### src/rtl/render_scheduler_if.sv
// Signal bundle between the render scheduler, the two draw engines, the CPU and the frame buffer.
// The master side is the scheduler; the slave side is everything it sequences and arbitrates.
interface render_scheduler_if #(
    parameter int unsigned FC_W = 16,
    parameter int unsigned OV_W = 8
);
    logic            frame_start;
    logic            sprites_en;
    logic            cpu_req;
    logic            cpu_gnt;

    logic            bg_start;
    logic            bg_done;
    logic [7:0]      bg_rd_addr;
    logic            bg_draw;
    logic [7:0]      bg_x;
    logic [7:0]      bg_y;
    logic [1:0]      bg_color;

    logic            sp_start;
    logic            sp_done;
    logic [7:0]      sp_rd_addr;
    logic            sp_draw;
    logic [7:0]      sp_x;
    logic [7:0]      sp_y;
    logic [1:0]      sp_color;

    logic [7:0]      vram_rd_addr;
    logic            fb_we;
    logic [7:0]      fb_x;
    logic [7:0]      fb_y;
    logic [1:0]      fb_color;

    logic            busy;
    logic            frame_done;
    logic            overrun;
    logic [FC_W-1:0] frame_count;
    logic [OV_W-1:0] overrun_count;

    modport master (
        input  frame_start, sprites_en, cpu_req,
        input  bg_done, bg_rd_addr, bg_draw, bg_x, bg_y, bg_color,
        input  sp_done, sp_rd_addr, sp_draw, sp_x, sp_y, sp_color,
        output cpu_gnt, bg_start, sp_start,
        output vram_rd_addr, fb_we, fb_x, fb_y, fb_color,
        output busy, frame_done, overrun, frame_count, overrun_count
    );

    modport slave (
        output frame_start, sprites_en, cpu_req,
        output bg_done, bg_rd_addr, bg_draw, bg_x, bg_y, bg_color,
        output sp_done, sp_rd_addr, sp_draw, sp_x, sp_y, sp_color,
        input  cpu_gnt, bg_start, sp_start,
        input  vram_rd_addr, fb_we, fb_x, fb_y, fb_color,
        input  busy, frame_done, overrun, frame_count, overrun_count
    );
endinterface

### src/rtl/render_scheduler.sv
// Per-frame sequencer: background pass, optional sprite pass, CPU VRAM grant between frames,
// plus frame and dropped-frame counters.
module render_scheduler #(
    parameter int unsigned FC_W = 16,
    parameter int unsigned OV_W = 8
) (
    input logic                clk,
    input logic                reset,
    render_scheduler_if.master bus
);
    typedef enum logic [2:0] {Idle, Cpu, BgRun, BgRel, SpRun, SpRel} stateT;

    stateT           stateQ, stateD;
    logic            pendingQ, pendingD;
    logic            spEnQ, spEnD;
    logic            frameDoneQ, frameDoneD;
    logic            overrunQ, overrunD;
    logic [FC_W-1:0] frameCountQ;
    logic [OV_W-1:0] overrunCountQ;
    logic            rendering;

    assign rendering = (stateQ == BgRun) || (stateQ == BgRel) ||
                       (stateQ == SpRun) || (stateQ == SpRel);

    always_comb begin
        stateD     = stateQ;
        pendingD   = pendingQ;
        spEnD      = spEnQ;
        frameDoneD = 1'b0;
        // Any vblank arriving mid-render is dropped, never queued.
        overrunD   = rendering && bus.frame_start;
        unique case (stateQ)
            Idle: begin
                if (bus.frame_start || pendingQ) begin
                    stateD   = BgRun;
                    spEnD    = bus.sprites_en;
                    pendingD = 1'b0;
                end else if (bus.cpu_req) begin
                    stateD = Cpu;
                end
            end
            Cpu: begin
                // The CPU keeps VRAM; one vblank may wait, a second one is lost.
                if (bus.frame_start) begin
                    overrunD = pendingQ;
                    pendingD = 1'b1;
                end
                if (!bus.cpu_req) stateD = Idle;
            end
            BgRun: if (bus.bg_done) stateD = BgRel;
            BgRel: begin
                if (!bus.bg_done) begin
                    if (spEnQ) begin
                        stateD = SpRun;
                    end else begin
                        stateD     = Idle;
                        frameDoneD = 1'b1;
                    end
                end
            end
            SpRun: if (bus.sp_done) stateD = SpRel;
            SpRel: begin
                if (!bus.sp_done) begin
                    stateD     = Idle;
                    frameDoneD = 1'b1;
                end
            end
            default: stateD = Idle;
        endcase
    end

    always_ff @(posedge clk or negedge reset) begin
        if (!reset) begin
            stateQ        <= Idle;
            pendingQ      <= 1'b0;
            spEnQ         <= 1'b0;
            frameDoneQ    <= 1'b0;
            overrunQ      <= 1'b0;
            frameCountQ   <= '0;
            overrunCountQ <= '0;
        end else begin
            stateQ     <= stateD;
            pendingQ   <= pendingD;
            spEnQ      <= spEnD;
            frameDoneQ <= frameDoneD;
            overrunQ   <= overrunD;
            if (frameDoneD) frameCountQ <= frameCountQ + FC_W'(1);
            if (overrunD && (overrunCountQ != '1)) overrunCountQ <= overrunCountQ + OV_W'(1);
        end
    end

    assign bus.cpu_gnt       = (stateQ == Cpu);
    assign bus.bg_start      = (stateQ == BgRun);
    assign bus.sp_start      = (stateQ == SpRun);
    assign bus.busy          = rendering;
    assign bus.frame_done    = frameDoneQ;
    assign bus.overrun       = overrunQ;
    assign bus.frame_count   = frameCountQ;
    assign bus.overrun_count = overrunCountQ;

    // Ports follow the owning engine through its release phase; idle/CPU drive zeros.
    always_comb begin
        bus.vram_rd_addr = '0;
        bus.fb_we        = 1'b0;
        bus.fb_x         = '0;
        bus.fb_y         = '0;
        bus.fb_color     = '0;
        unique case (stateQ)
            BgRun, BgRel: begin
                bus.vram_rd_addr = bus.bg_rd_addr;
                bus.fb_we        = bus.bg_draw;
                bus.fb_x         = bus.bg_x;
                bus.fb_y         = bus.bg_y;
                bus.fb_color     = bus.bg_color;
            end
            SpRun, SpRel: begin
                bus.vram_rd_addr = bus.sp_rd_addr;
                bus.fb_we        = bus.sp_draw;
                bus.fb_x         = bus.sp_x;
                bus.fb_y         = bus.sp_y;
                bus.fb_color     = bus.sp_color;
            end
            default: ;
        endcase
    end
endmodule

### src/flat_wrapper.sv
// flat-port wrapper written by rule: the top's interface ports become plain ports
module render_scheduler_flat 
#(
    parameter int unsigned FC_W = 16,
    parameter int unsigned OV_W = 8
)
  (clk, reset, bus_frame_start, bus_sprites_en, bus_cpu_req, bus_bg_done, bus_bg_rd_addr, bus_bg_draw, bus_bg_x, bus_bg_y, bus_bg_color, bus_sp_done, bus_sp_rd_addr, bus_sp_draw, bus_sp_x, bus_sp_y, bus_sp_color, bus_cpu_gnt, bus_bg_start, bus_sp_start, bus_vram_rd_addr, bus_fb_we, bus_fb_x, bus_fb_y, bus_fb_color, bus_busy, bus_frame_done, bus_overrun, bus_frame_count, bus_overrun_count);
  render_scheduler_if #(.FC_W(FC_W), .OV_W(OV_W)) bus_i ();
  input logic clk;
  input logic reset;
  input wire logic [$bits(bus_i.frame_start)-1:0] bus_frame_start;
  input wire logic [$bits(bus_i.sprites_en)-1:0] bus_sprites_en;
  input wire logic [$bits(bus_i.cpu_req)-1:0] bus_cpu_req;
  input wire logic [$bits(bus_i.bg_done)-1:0] bus_bg_done;
  input wire logic [$bits(bus_i.bg_rd_addr)-1:0] bus_bg_rd_addr;
  input wire logic [$bits(bus_i.bg_draw)-1:0] bus_bg_draw;
  input wire logic [$bits(bus_i.bg_x)-1:0] bus_bg_x;
  input wire logic [$bits(bus_i.bg_y)-1:0] bus_bg_y;
  input wire logic [$bits(bus_i.bg_color)-1:0] bus_bg_color;
  input wire logic [$bits(bus_i.sp_done)-1:0] bus_sp_done;
  input wire logic [$bits(bus_i.sp_rd_addr)-1:0] bus_sp_rd_addr;
  input wire logic [$bits(bus_i.sp_draw)-1:0] bus_sp_draw;
  input wire logic [$bits(bus_i.sp_x)-1:0] bus_sp_x;
  input wire logic [$bits(bus_i.sp_y)-1:0] bus_sp_y;
  input wire logic [$bits(bus_i.sp_color)-1:0] bus_sp_color;
  output wire logic [$bits(bus_i.cpu_gnt)-1:0] bus_cpu_gnt;
  output wire logic [$bits(bus_i.bg_start)-1:0] bus_bg_start;
  output wire logic [$bits(bus_i.sp_start)-1:0] bus_sp_start;
  output wire logic [$bits(bus_i.vram_rd_addr)-1:0] bus_vram_rd_addr;
  output wire logic [$bits(bus_i.fb_we)-1:0] bus_fb_we;
  output wire logic [$bits(bus_i.fb_x)-1:0] bus_fb_x;
  output wire logic [$bits(bus_i.fb_y)-1:0] bus_fb_y;
  output wire logic [$bits(bus_i.fb_color)-1:0] bus_fb_color;
  output wire logic [$bits(bus_i.busy)-1:0] bus_busy;
  output wire logic [$bits(bus_i.frame_done)-1:0] bus_frame_done;
  output wire logic [$bits(bus_i.overrun)-1:0] bus_overrun;
  output wire logic [$bits(bus_i.frame_count)-1:0] bus_frame_count;
  output wire logic [$bits(bus_i.overrun_count)-1:0] bus_overrun_count;
  assign bus_i.frame_start = bus_frame_start;
  assign bus_i.sprites_en = bus_sprites_en;
  assign bus_i.cpu_req = bus_cpu_req;
  assign bus_i.bg_done = bus_bg_done;
  assign bus_i.bg_rd_addr = bus_bg_rd_addr;
  assign bus_i.bg_draw = bus_bg_draw;
  assign bus_i.bg_x = bus_bg_x;
  assign bus_i.bg_y = bus_bg_y;
  assign bus_i.bg_color = bus_bg_color;
  assign bus_i.sp_done = bus_sp_done;
  assign bus_i.sp_rd_addr = bus_sp_rd_addr;
  assign bus_i.sp_draw = bus_sp_draw;
  assign bus_i.sp_x = bus_sp_x;
  assign bus_i.sp_y = bus_sp_y;
  assign bus_i.sp_color = bus_sp_color;
  assign bus_cpu_gnt = bus_i.cpu_gnt;
  assign bus_bg_start = bus_i.bg_start;
  assign bus_sp_start = bus_i.sp_start;
  assign bus_vram_rd_addr = bus_i.vram_rd_addr;
  assign bus_fb_we = bus_i.fb_we;
  assign bus_fb_x = bus_i.fb_x;
  assign bus_fb_y = bus_i.fb_y;
  assign bus_fb_color = bus_i.fb_color;
  assign bus_busy = bus_i.busy;
  assign bus_frame_done = bus_i.frame_done;
  assign bus_overrun = bus_i.overrun;
  assign bus_frame_count = bus_i.frame_count;
  assign bus_overrun_count = bus_i.overrun_count;
  render_scheduler #(.FC_W(FC_W), .OV_W(OV_W)) u_core (.clk(clk), .reset(reset), .bus(bus_i));
endmodule
### config.mk
export PLATFORM = sky130hd
export DESIGN_NAME = render_scheduler_flat
export DESIGN_NICKNAME = d
export VERILOG_FILES = /design/src/rtl/render_scheduler_if.sv /design/src/rtl/render_scheduler.sv /design/src/flat_wrapper.sv
export SDC_FILE = /design/constraint.sdc
export NUM_CORES = 1
export LEC_CHECK = 0
export BUFFER_PORTS_ARGS = -buffer_cell sky130_fd_sc_hd__buf_2
export CORE_ASPECT_RATIO = 0.5
export CORE_MARGIN = 5
export CORE_UTILIZATION = 35
export CTS_CLUSTER_SIZE = 40
export DETAILED_ROUTE_END_ITERATION = 8
export HOLD_SLACK_MARGIN = 0.05
export PLACE_DENSITY = 0.76
export SKIP_LAST_GASP = 1
export SLEW_MARGIN = 20
export SYNTH_ARGS = -nofsm -noshare
export SYNTH_HDL_FRONTEND = slang
export SYNTH_SLANG_ARGS = --single-unit
### constraint.sdc
create_clock -name clk -period 2.1 [get_ports clk]
set_input_delay 0.21 -clock clk [delete_from_list [all_inputs] [get_ports clk]]
set_output_delay 0.21 -clock clk [all_outputs]
set_load 0.1 [all_outputs]
==> metrics.md, run 1 <==
| Metric | Value |
|---|---|
| Critical-path maximum fanout | `27` |
| Initial drt markers | `just under 90` |
| Worst Path Required | `around 1.9 ns` |
| Hold Crit Class | `in2reg` |
| Post-synthesis net count | `273` |
| Number of buffers added on ports | `approximately 120` |
| Crit end category | `output pin` |
| Final Util | `between 60 and 70%` |
| Area share of the largest cell type after synthesis | `between 30% and 40%` |
| Gate Count Post-Synth | `between 200 and 250` |
| Core area | `~5500 um2` |
| Total grt overflow | `0` |
| H-tree depth | `2` |
| Die Area | `7340 um2` |
| Area grow syn2layout | `78.5%` |
| CTS tree | `done` |
| Clock skew | `roughly 0.0057 ns` |
| Wirelength per Cell | `15.7 um` |
| Vias | `about 2100` |
| Slew Limit Fails | `0` |
| Die X | `roughly 120 um` |
| Cell depth of the worst flop-to-flop path | `4` |
| Starting Density | `a little over a third` |
| Fin crit period | `between 2 and 2.5 ns` |
| Synthesized area | `1980 um2` |
| Status | `finished, final reports clean` |
| CTS Buf Count | `5` |
| Hold Vio Cnt, Final | `0` |
| Dpl ws | `between 0.2 and 0.3 ns` |
| Site row count | `19` |
| Drt total wl | `6.27 mm` |
| DR pass1 iterations | `4` |
| Library cells used by synthesis | `38` |
| Routed Antenna Nets | `0` |
| Critical Path Start Type | `flip-flop` |
| FILL cells | `roughly 420` |
| Worst-margin pin slew | `0.677 ns` |
| Reg2reg setup slack | `around 0.23 ns` |
| Antenna violations before repair | `0` |
| Syn Area/Cell | `9.54 um2` |
| Global-route wire length before repair | `about 11 mm` |
| Arrival time worst endpoint | `between 1.5 and 2 ns` |
| Slew margin rel. | `54.9%` |
| Clk root buf | `clkbuf_16` |
| Clk Latency, worst-skew pair | `0.27 ns` |
| CTS Buffer Depth | `2` |
| Die H | `between 60 and 70 um` |
| Yosys reg bits | `31` |
| Largest net degree at the start of global routing | `32` |
| Top cells by area, synth | `dfrtp_1 39%, a22oi_1 10%, nor2b_1 9.2%` |
| Cell taking the most area after synthesis | `dfrtp_1` |
| Register area share after synthesis | `around two fifths` |
| Via density | `roughly 5.2` |
| Layout Nets | `about 400` |
| Setup Buffers After CTS | `0` |
| Final setup margin | `~0.093 ns` |
| Fraction of layout cells with a size suffix above 1 | `between 50% and 60%` |
| Yosys warnings | `0` |
| Vias in the first global route | `approximately 2300` |
| # IOs | `about 120` |
| Worst Hold Depth | `2` |
| Period utilisation layout | `between 90% and 100%` |
| Max_cap viols | `0` |
| Clock transition at the registers of the reported paths | `0.05 ns` |
| Setup violators final | `0` |
| Seq. cell area | `approximately 780 um2` |
| DRC viols | `0` |
| Diode count | `0` |
| Gpl congestion | `around 0.84` |
| Dpl hpwl | `just under 5 mm` |
| CTS sink cnt | `31` |
| Kind of critical path | `reg2out` |
| Multi-input logic area | `roughly 1400 um2` |
| Fmax achieved | `between 400 and 500 MHz` |
| GRT Util Overall | `17.7%` |
registers in the layout, summed over array words and instances (netlist names):
name and count:
u_core.bus.frame_count 16, u_core.bus.frame_done 1, u_core.bus.overrun 1, u_core.bus.overrun_count 8
u_core.pendingQ 1, u_core.spEnQ 1, u_core.stateQ 3
metrics by stage:
| stage | area (um2) | hold slack (ns) | std cells | TNS (ns) |
|---|---|---|---|---|
| after floorplan | 2270 | -0.0856 | 207 | -3.36 |
| after global placement | 3330 | 0.272 | 392 | 0 |
| final | 3530 | 0.192 | 400 | 0 |
| after CTS | 3490 | 0.191 | 400 | -0.0238 |
| after detailed placement | 3330 | 0.286 | 392 | 0 |
| after global routing | 3530 | 0.197 | 400 | -0.00108 |
worst max-delay path, cell delays in order (launching register included):
cell and delay [ns]:
dfrtp_2 0.47, inv_4 0.09, ha_1 0.14, buf_4 0.30, a22oi_1 0.17, nor2b_4 0.16, buf_12 0.18
routing by layer:
| metal | share of wire [%] | routed length, um | global-route usage (%) | vias to the layer above |
|---|---|---|---|---|
| met5 | 0 | 0 | 0 | - |
| met4 | 2.0 | 127 | 5.64 | 0 |
| met3 | 6.6 | 413 | 4.59 | 18 |
| met2 | 55 | 3440 | 33.0 | 77 |
| met1 | 37 | 2290 | 19.4 | 1012 |
| li1 | - | - | - | 992 |
layout make-up:
| type | count | area share (%) |
|---|---|---|
| Clock inverter | 1 | 0.142 |
| Tap cell | 73 | 2.59 |
| Timing Repair Buffer | 125 | 30.6 |
| Clock buffer | 6 | 3.94 |
| Inverter | 5 | 0.674 |
| Sequential cell | 31 | 22.1 |
| Multi-Input combinational cell | 159 | 40.0 |
cells by family after synthesis:
group                    share of synthesized area, %
AO/OA/AOI/OAI                                    17.7
XOR/XNOR                                         8.87
adder cells (fa/ha/maj)                          3.17
buffers and inverters                            3.42
flip-flops                                       39.3
multiplexers                                     3.36
AND/OR/NAND/NOR                                  24.2
cells in the mapped netlist (all sizes together):
library cell,n
nor2b,29
nor3,1
clkbuf,8
mux2,5
buf,4
or4b,2
dfrtp,31
a311oi,2
nor4,2
o21ai,3
and4,4
nand3,11
xnor2,17
or3b,1
a221oi,1
a31oi,1
a22oi,27
o22a,1
a21boi,1
nand2,10
o211ai,1
nand2b,2
xor2,3
ha,5
nor3b,1
o22ai,2
nor2,5
a41oi,1
and3,5
a21oi,8
mux2i,1
inv,5
nand4,7
timing repair:
item	in CTS	in global routing
hold buffers	1	0
endpoints found under the setup margin	5	27
endpoints found under the hold margin	31	0
pin swaps	0	0
gates cloned	0	0
resized for setup	3	8
placed cells by master (no fill, tap or decap), types with 3 or more instances in the layout:
| master | n |
|---|---|
| a21oi_1 | 7 |
| a22oi_1 | 20 |
| a22oi_2 | 7 |
| and3_1 | 5 |
| and4_1 | 4 |
| buf_12 | 28 |
| buf_2 | 89 |
| buf_4 | 5 |
| clkbuf_16 | 5 |
| dfrtp_1 | 29 |
| ha_1 | 4 |
| inv_1 | 3 |
| mux2_2 | 4 |
| nand2_1 | 10 |
| nand3_1 | 11 |
| nand4_1 | 7 |
| nor2_1 | 4 |
| nor2b_4 | 27 |
| xnor2_1 | 17 |
| xor2_1 | 3 |
path summary, 6_finish.rpt:
| kind | endpoint | start |
|---|---|---|
| worst max register to register | u_core.bus.frame_count[5] | u_core.stateQ[2] |
| worst max-delay path | bus_vram_rd_addr[4] | u_core.stateQ[2] |
| max in group asynchronous | u_core.stateQ[2] | reset |
| worst min register to register | u_core.bus.frame_count[15] | u_core.bus.frame_count[15] |
| worst min-delay path | u_core.spEnQ | bus_sprites_en |
| min in group asynchronous | u_core.bus.frame_count[5] | reset |
Power of run 1 is left out: the tool's default activity adds up to more than one toggle a clock period on the data nets, which glitch-free logic cannot reach.
==> run 2, diff against run 1 <==
--- a/config.mk
+++ b/config.mk
@@ -12,7 +12,7 @@
 export CTS_CLUSTER_SIZE = 40
 export DETAILED_ROUTE_END_ITERATION = 8
 export HOLD_SLACK_MARGIN = 0.05
-export PLACE_DENSITY = 0.76
+export PLACE_DENSITY = 0.74
 export SKIP_LAST_GASP = 1
 export SLEW_MARGIN = 20
 export SYNTH_ARGS = -nofsm -noshare
==> constraint.sdc (replaced) <==
create_clock -name clk -period 1.96 [get_ports clk]
set_input_delay 0.196 -clock clk [delete_from_list [all_inputs] [get_ports clk]]
set_output_delay 0.196 -clock clk [all_outputs]
set_load 0.1 [all_outputs]
==> metrics.md, run 2 (same netlist as run 1, synthesis figures left out) <==
| Metric | Value |
|---|---|
| Multi-input logic area | `1540 um2` |
| Fmax achieved | `approximately 530 MHz` |
| Hold Vio Cnt, Final | `0` |
| Kind of critical path | `reg2reg` |
| CTS sink cnt | `31` |
| Clock transition at the registers of the reported paths | `about 0.050 ns` |
| Die H | `approximately 63 um` |
| Starting Density | `36.1%` |
| Max reg flops | `16` |
| Status | `finished, final reports clean` |
| Wirelength per Cell | `between 15 and 20 um` |
| Top Usage Layer GRT | `met2` |
| Arrival time worst endpoint | `around 2.1 ns` |
| Fin area | `3790 um2` |
| Worst Path Required | `between 2 and 2.5 ns` |
| Diode count | `0` |
| Top delay family on crit path | `simple AND/OR/NAND/NOR gates` |
| Fin crit period | `about 1.9 ns` |
| Routing usage on met3 | `5.07%` |
| DRC viols | `0` |
| Final Util | `69.2%` |
| M1 GR Usage | `20.1%` |
| Layout Nets | `roughly 400` |
| Commonest non-fill, non-tap cell in the layout | `buf_2` |
| Core area | `5470 um2` |
| Antenna violations before repair | `0` |
| Initial drt markers | `96` |
| FILL cells | `between 300 and 400` |
| Dpl hpwl | `4.86 mm` |
| Routed Antenna Nets | `0` |
| WP buf/inv | `1` |
| Worst-margin pin slew | `0.711 ns` |
| Area grow syn2layout | `91.6%` |
| Max stage delay on crit path | `0.53 ns` |
| Clk Latency, worst-skew pair | `around 0.27 ns` |
| Critical-path maximum fanout | `7` |
| Largest net degree at the start of global routing | `32` |
| Setup TNS | `0 ns` |
| Crit end category | `flip-flop` |
| Slew Limit Fails | `0` |
| Seq. cell area | `783 um2` |
| # IOs | `118` |
| Setup violators final | `0` |
| Max_cap viols | `0` |
| H-tree depth | `2` |
| CTS Buf Count | `5` |
| Die X | `between 100 and 150 um` |
| Number of buffers added on ports | `about 120` |
| Critical-path cell list | `buf_4, or3b_2, a21oi_2, nand4_1, xnor2_1` |
| Critical Path Start Type | `flip-flop` |
| Total grt overflow | `0` |
| Met2 GRT Util | `32.4%` |
| Commonest cells after routing, fill and taps aside | `89 x buf_2, 31 x buf_12, 27 x a22oi_2, 27 x nor2b_4, 25 x dfrtp_1` |
| Gpl congestion | `around 0.9` |
| Placement Cell Area | `between 3000 and 4000 um2` |
| Global-route wire length before repair | `around 11 mm` |
| Via density | `approximately 5.3` |
| CTS tree | `done` |
| GRT Util Overall | `17.9%` |
| Clock skew | `0.00247 ns` |
| CTS Buffer Depth | `2` |
| Drt total wl | `around 7.1 mm` |
| DR pass1 iterations | `5` |
| Fraction of layout cells with a size suffix above 1 | `between 60% and 70%` |
| Site row count | `19` |
| Hold Crit Class | `in2reg` |
| Clk root buf | `clkbuf_16` |
| Period utilisation layout | `between 90% and 100%` |
| Vias | `~2100` |
| CP max stage cell | `or3b_2` |
| Die Area | `about 7300 um2` |
| Slew margin rel. | `approximately 53%` |
| Vias in the first global route | `roughly 2200` |
[run 2: cell count changes in the layout (fill, tap and decap cells not counted)]
cell       change
bufinv_16      +1
dfrtp_2        +4
dfrtp_1        -4
ha_1           -2
a22oi_1       -20
ha_4           +2
buf_12         +3
buf_6          -1
a22oi_2       +20
clkbuf_16      +2
[run 2: final timing paths]
kind                                                 from                          to  slack (ns)  depth (start not counted)
worst max-delay path                     u_core.stateQ[1]  u_core.bus.frame_count[13]        0.06                          5
worst min register to register  u_core.bus.frame_count[5]   u_core.bus.frame_count[5]        0.48                          1
min in group asynchronous                           reset             u_core.pendingQ        0.53                          2
worst min-delay path                       bus_sprites_en                u_core.spEnQ        0.17                          2
worst max register to register           u_core.stateQ[1]  u_core.bus.frame_count[13]        0.06                          5
max in group asynchronous                           reset   u_core.bus.frame_count[2]        0.92                          2
[run 2: area by class of cell]
type	count	area share, %
Sequential cell	31	20.7
Clock inverter	2	0.925
Clock buffer	6	3.67
Tap cell	73	2.41
Multi-Input combinational cell	159	40.5
Timing Repair Buffer	129	31.1
Inverter	5	0.628
[run 2: metrics by stage]
step / hold slack (ns) / setup WS [ns] / cells
after floorplan: -0.0996 / -0.426 / 207
after global placement: 0.271 / 0.164 / 393
after detailed placement: 0.283 / 0.129 / 393
after CTS: 0.159 / -0.0540 / 402
after global routing: 0.168 / -0.0167 / 405
final: 0.166 / 0.0566 / 405
[run 2: metal layers]
metal  wire [um]  share of wire, %
met5           0                 0
met4          77               1.1
met3         455               6.4
met2        3810                54
met1        2780                39
[run 2: worst reg2reg max path, delay by kind of cell (launching register included)]
family          cells  cell delay [ns]
compound gates      1             0.34
xor+xnor            1             0.15
buf+inv             1             0.16
simple gates        2             0.70
flops               1             0.43
[run 2: what timing repair did]
action / in CTS / in global routing
hold buffers: 1 / 0
endpoints found under the hold margin: 31 / 0
resized for setup: 17 / 23
pin swaps: 0 / 12
gates cloned: 0 / 2
setup buffers: 0 / 1
endpoints found under the setup margin: 27 / 27
Power of run 2 is left out for the same reason.
==> run 3, diff against run 2 <==
--- a/config.mk
+++ b/config.mk
@@ -13,6 +13,7 @@
 export DETAILED_ROUTE_END_ITERATION = 8
 export HOLD_SLACK_MARGIN = 0.05
 export PLACE_DENSITY = 0.74
+export SETUP_SLACK_MARGIN = 0.15
 export SKIP_LAST_GASP = 1
 export SLEW_MARGIN = 20
 export SYNTH_ARGS = -nofsm -noshare
==> metrics.md, run 3 (same netlist as run 1, synthesis figures left out) <==
| Metric | Value |
|---|---|
| Status | `finished, final reports clean` |
| Hold Vio Cnt, Final | `0` |
| Clk Latency, worst-skew pair | `roughly 0.28 ns` |
| Max_cap viols | `0` |
| Antenna violations before repair | `0` |
| Fmax achieved | `~520 MHz` |
| Die X | `about 120 um` |
| DR pass1 iterations | `4` |
| GRT Util Overall | `19.7%` |
| Placed Cells | `approximately 400` |
| Initial drt markers | `about 160` |
| Clock skew | `between 0.003 and 0.004 ns` |
| Routed Antenna Nets | `0` |
| Global-route wire length before repair | `~12 mm` |
| Crit end category | `flip-flop` |
| Critical Path Start Type | `flip-flop` |
| Vias | `roughly 2300` |
| Slew margin rel. | `a little over half` |
| Reg2reg setup slack | `around 0.050 ns` |
| Max stage delay on crit path | `0.49 ns` |
| Wirelength per Cell | `between 15 and 20 um` |
| Final Util | `between 70% and 80%` |
| Worst Path Required | `around 2.1 ns` |
| Drt total wl | `just over 8 mm` |
| Gpl congestion | `0.875` |
| CTS Buffer Depth | `2` |
| Setup TNS | `0 ns` |
| Final cell count without fillers | `around 420` |
| Die Area | `approximately 7300 um2` |
| Setup violators final | `0` |
| Top delay family on crit path | `flip-flops` |
| Die H | `approximately 63 um` |
| Via density | `around 5.5` |
| Kind of critical path | `reg2reg` |
| Site row count | `19` |
| Critical-path maximum fanout | `6` |
| Worst R2R End | `u_core.bus.overrun_count[5]` |
| CTS tree | `done` |
| Clock transition at the registers of the reported paths | `approximately 0.05 ns` |
| Launch point of the worst reg-to-reg path | `u_core.stateQ[2]` |
| Area grow syn2layout | `107%` |
| Clk root buf | `clkbuf_16` |
| Worst-margin pin slew | `0.695 ns` |
| Period utilisation layout | `97.5%` |
| Min-delay src | `bus_sprites_en` |
| CTS Buf Count | `5` |
| Dpl hpwl | `a little under 5 mm` |
| CP max stage cell | `dfrtp_2` |
| WP buf/inv | `3` |
| Largest net degree at the start of global routing | `32` |
| DRC viols | `0` |
| Arrival time worst endpoint | `2.09 ns` |
| Cell depth of the worst flop-to-flop path | `7` |
| Fraction of layout cells with a size suffix above 1 | `70.1%` |
| # IOs | `roughly 120` |
| Vias in the first global route | `~2400` |
| Core area | `~5500 um2` |
| Commonest cells after routing, fill and taps aside | `87 x buf_2, 31 x buf_12, 27 x a22oi_2, 27 x nor2b_4, 19 x dfrtp_1` |
| Total grt overflow | `0` |
| Worst Hold Depth | `2` |
| Commonest non-fill, non-tap cell in the layout | `buf_2` |
| RSZ-0062 raised after global routing | `true` |
| Critical-path cell list | `buf_6, nor3b_4, mux2_4, inv_6, buf_6, a41oi_2, a31oi_1` |
| Hold Crit Class | `in2reg` |
| Layout Nets | `around 410` |
| Worst hold endpoint | `u_core.spEnQ` |
| Fin crit period | `~1.9 ns` |
| Max reg flops | `16` |
| Starting Density | `between 30% and 40%` |
| Number of buffers added on ports | `approximately 120` |
| Slew Limit Fails | `0` |
| H-tree depth | `2` |
| Cell repeated most along the worst path | `buf_6` |
| Diode count | `0` |
| CTS sink cnt | `31` |
## run 3: cell types whose count changed in the layout (fill, tap and decap cells not counted), sizes merged
| cell | delta |
|---|---|
| clkbuf | +6 |
| buf | +10 |
## run 3: worst max path at each step
stage	startpoint	cells after the start	slack, ns	end
2_1_floorplan	u_core.stateQ[1]	6	-0.43	u_core.bus.overrun_count[7]
3_3_place_gp	u_core.stateQ[2]	4	0.17	u_core.bus.frame_count[15]
3_5_place_dp	u_core.stateQ[1]	7	0.13	u_core.bus.overrun_count[7]
4_1_cts	u_core.stateQ[1]	6	0.11	bus_fb_y[0]
5_1_grt	u_core.stateQ[2]	8	-0.02	u_core.bus.overrun_count[5]
6_report	u_core.stateQ[2]	7	0.05	u_core.bus.overrun_count[5]
## run 3: layout make-up
class	instances	area, um2
clock buffer	6	139
clock inverter	2	35.0
fill	334	1380
inverter	5	28.8
multi-input combinational	159	1600
sequential	31	791
tap	73	91.3
timing repair buffer	145	1410
## run 3: per-layer routing
metal  up-vias  GRT usage, %  share of wire (%)
met5         -             0                  0
met4         0          6.80                1.7
met3        19          4.97                7.4
met2       110          36.4                 55
met1      1149          21.9                 36
li1       1044             -                  -
## run 3: what timing repair did
action	4_1_cts	5_1_grt
pin swaps	4	8
endpoints found under the setup margin	35	52
hold buffers	1	0
cloned	3	6
setup buffers	6	4
resized for setup	40	23
endpoints found under the hold margin	31	0
## run 3: stage by stage
| step | area (um2) | hold WS [ns] | worst slack, ns |
|---|---|---|---|
| 2_1_floorplan | 2280 | -0.0996 | -0.426 |
| 3_3_place_gp | 3350 | 0.263 | 0.172 |
| 3_5_place_dp | 3350 | 0.276 | 0.126 |
| 4_1_cts | 3810 | 0.164 | 0.107 |
| 5_1_grt | 4090 | 0.160 | -0.0193 |
| 6_report | 4090 | 0.163 | 0.0496 |
Power of run 3 is left out for the same reason.
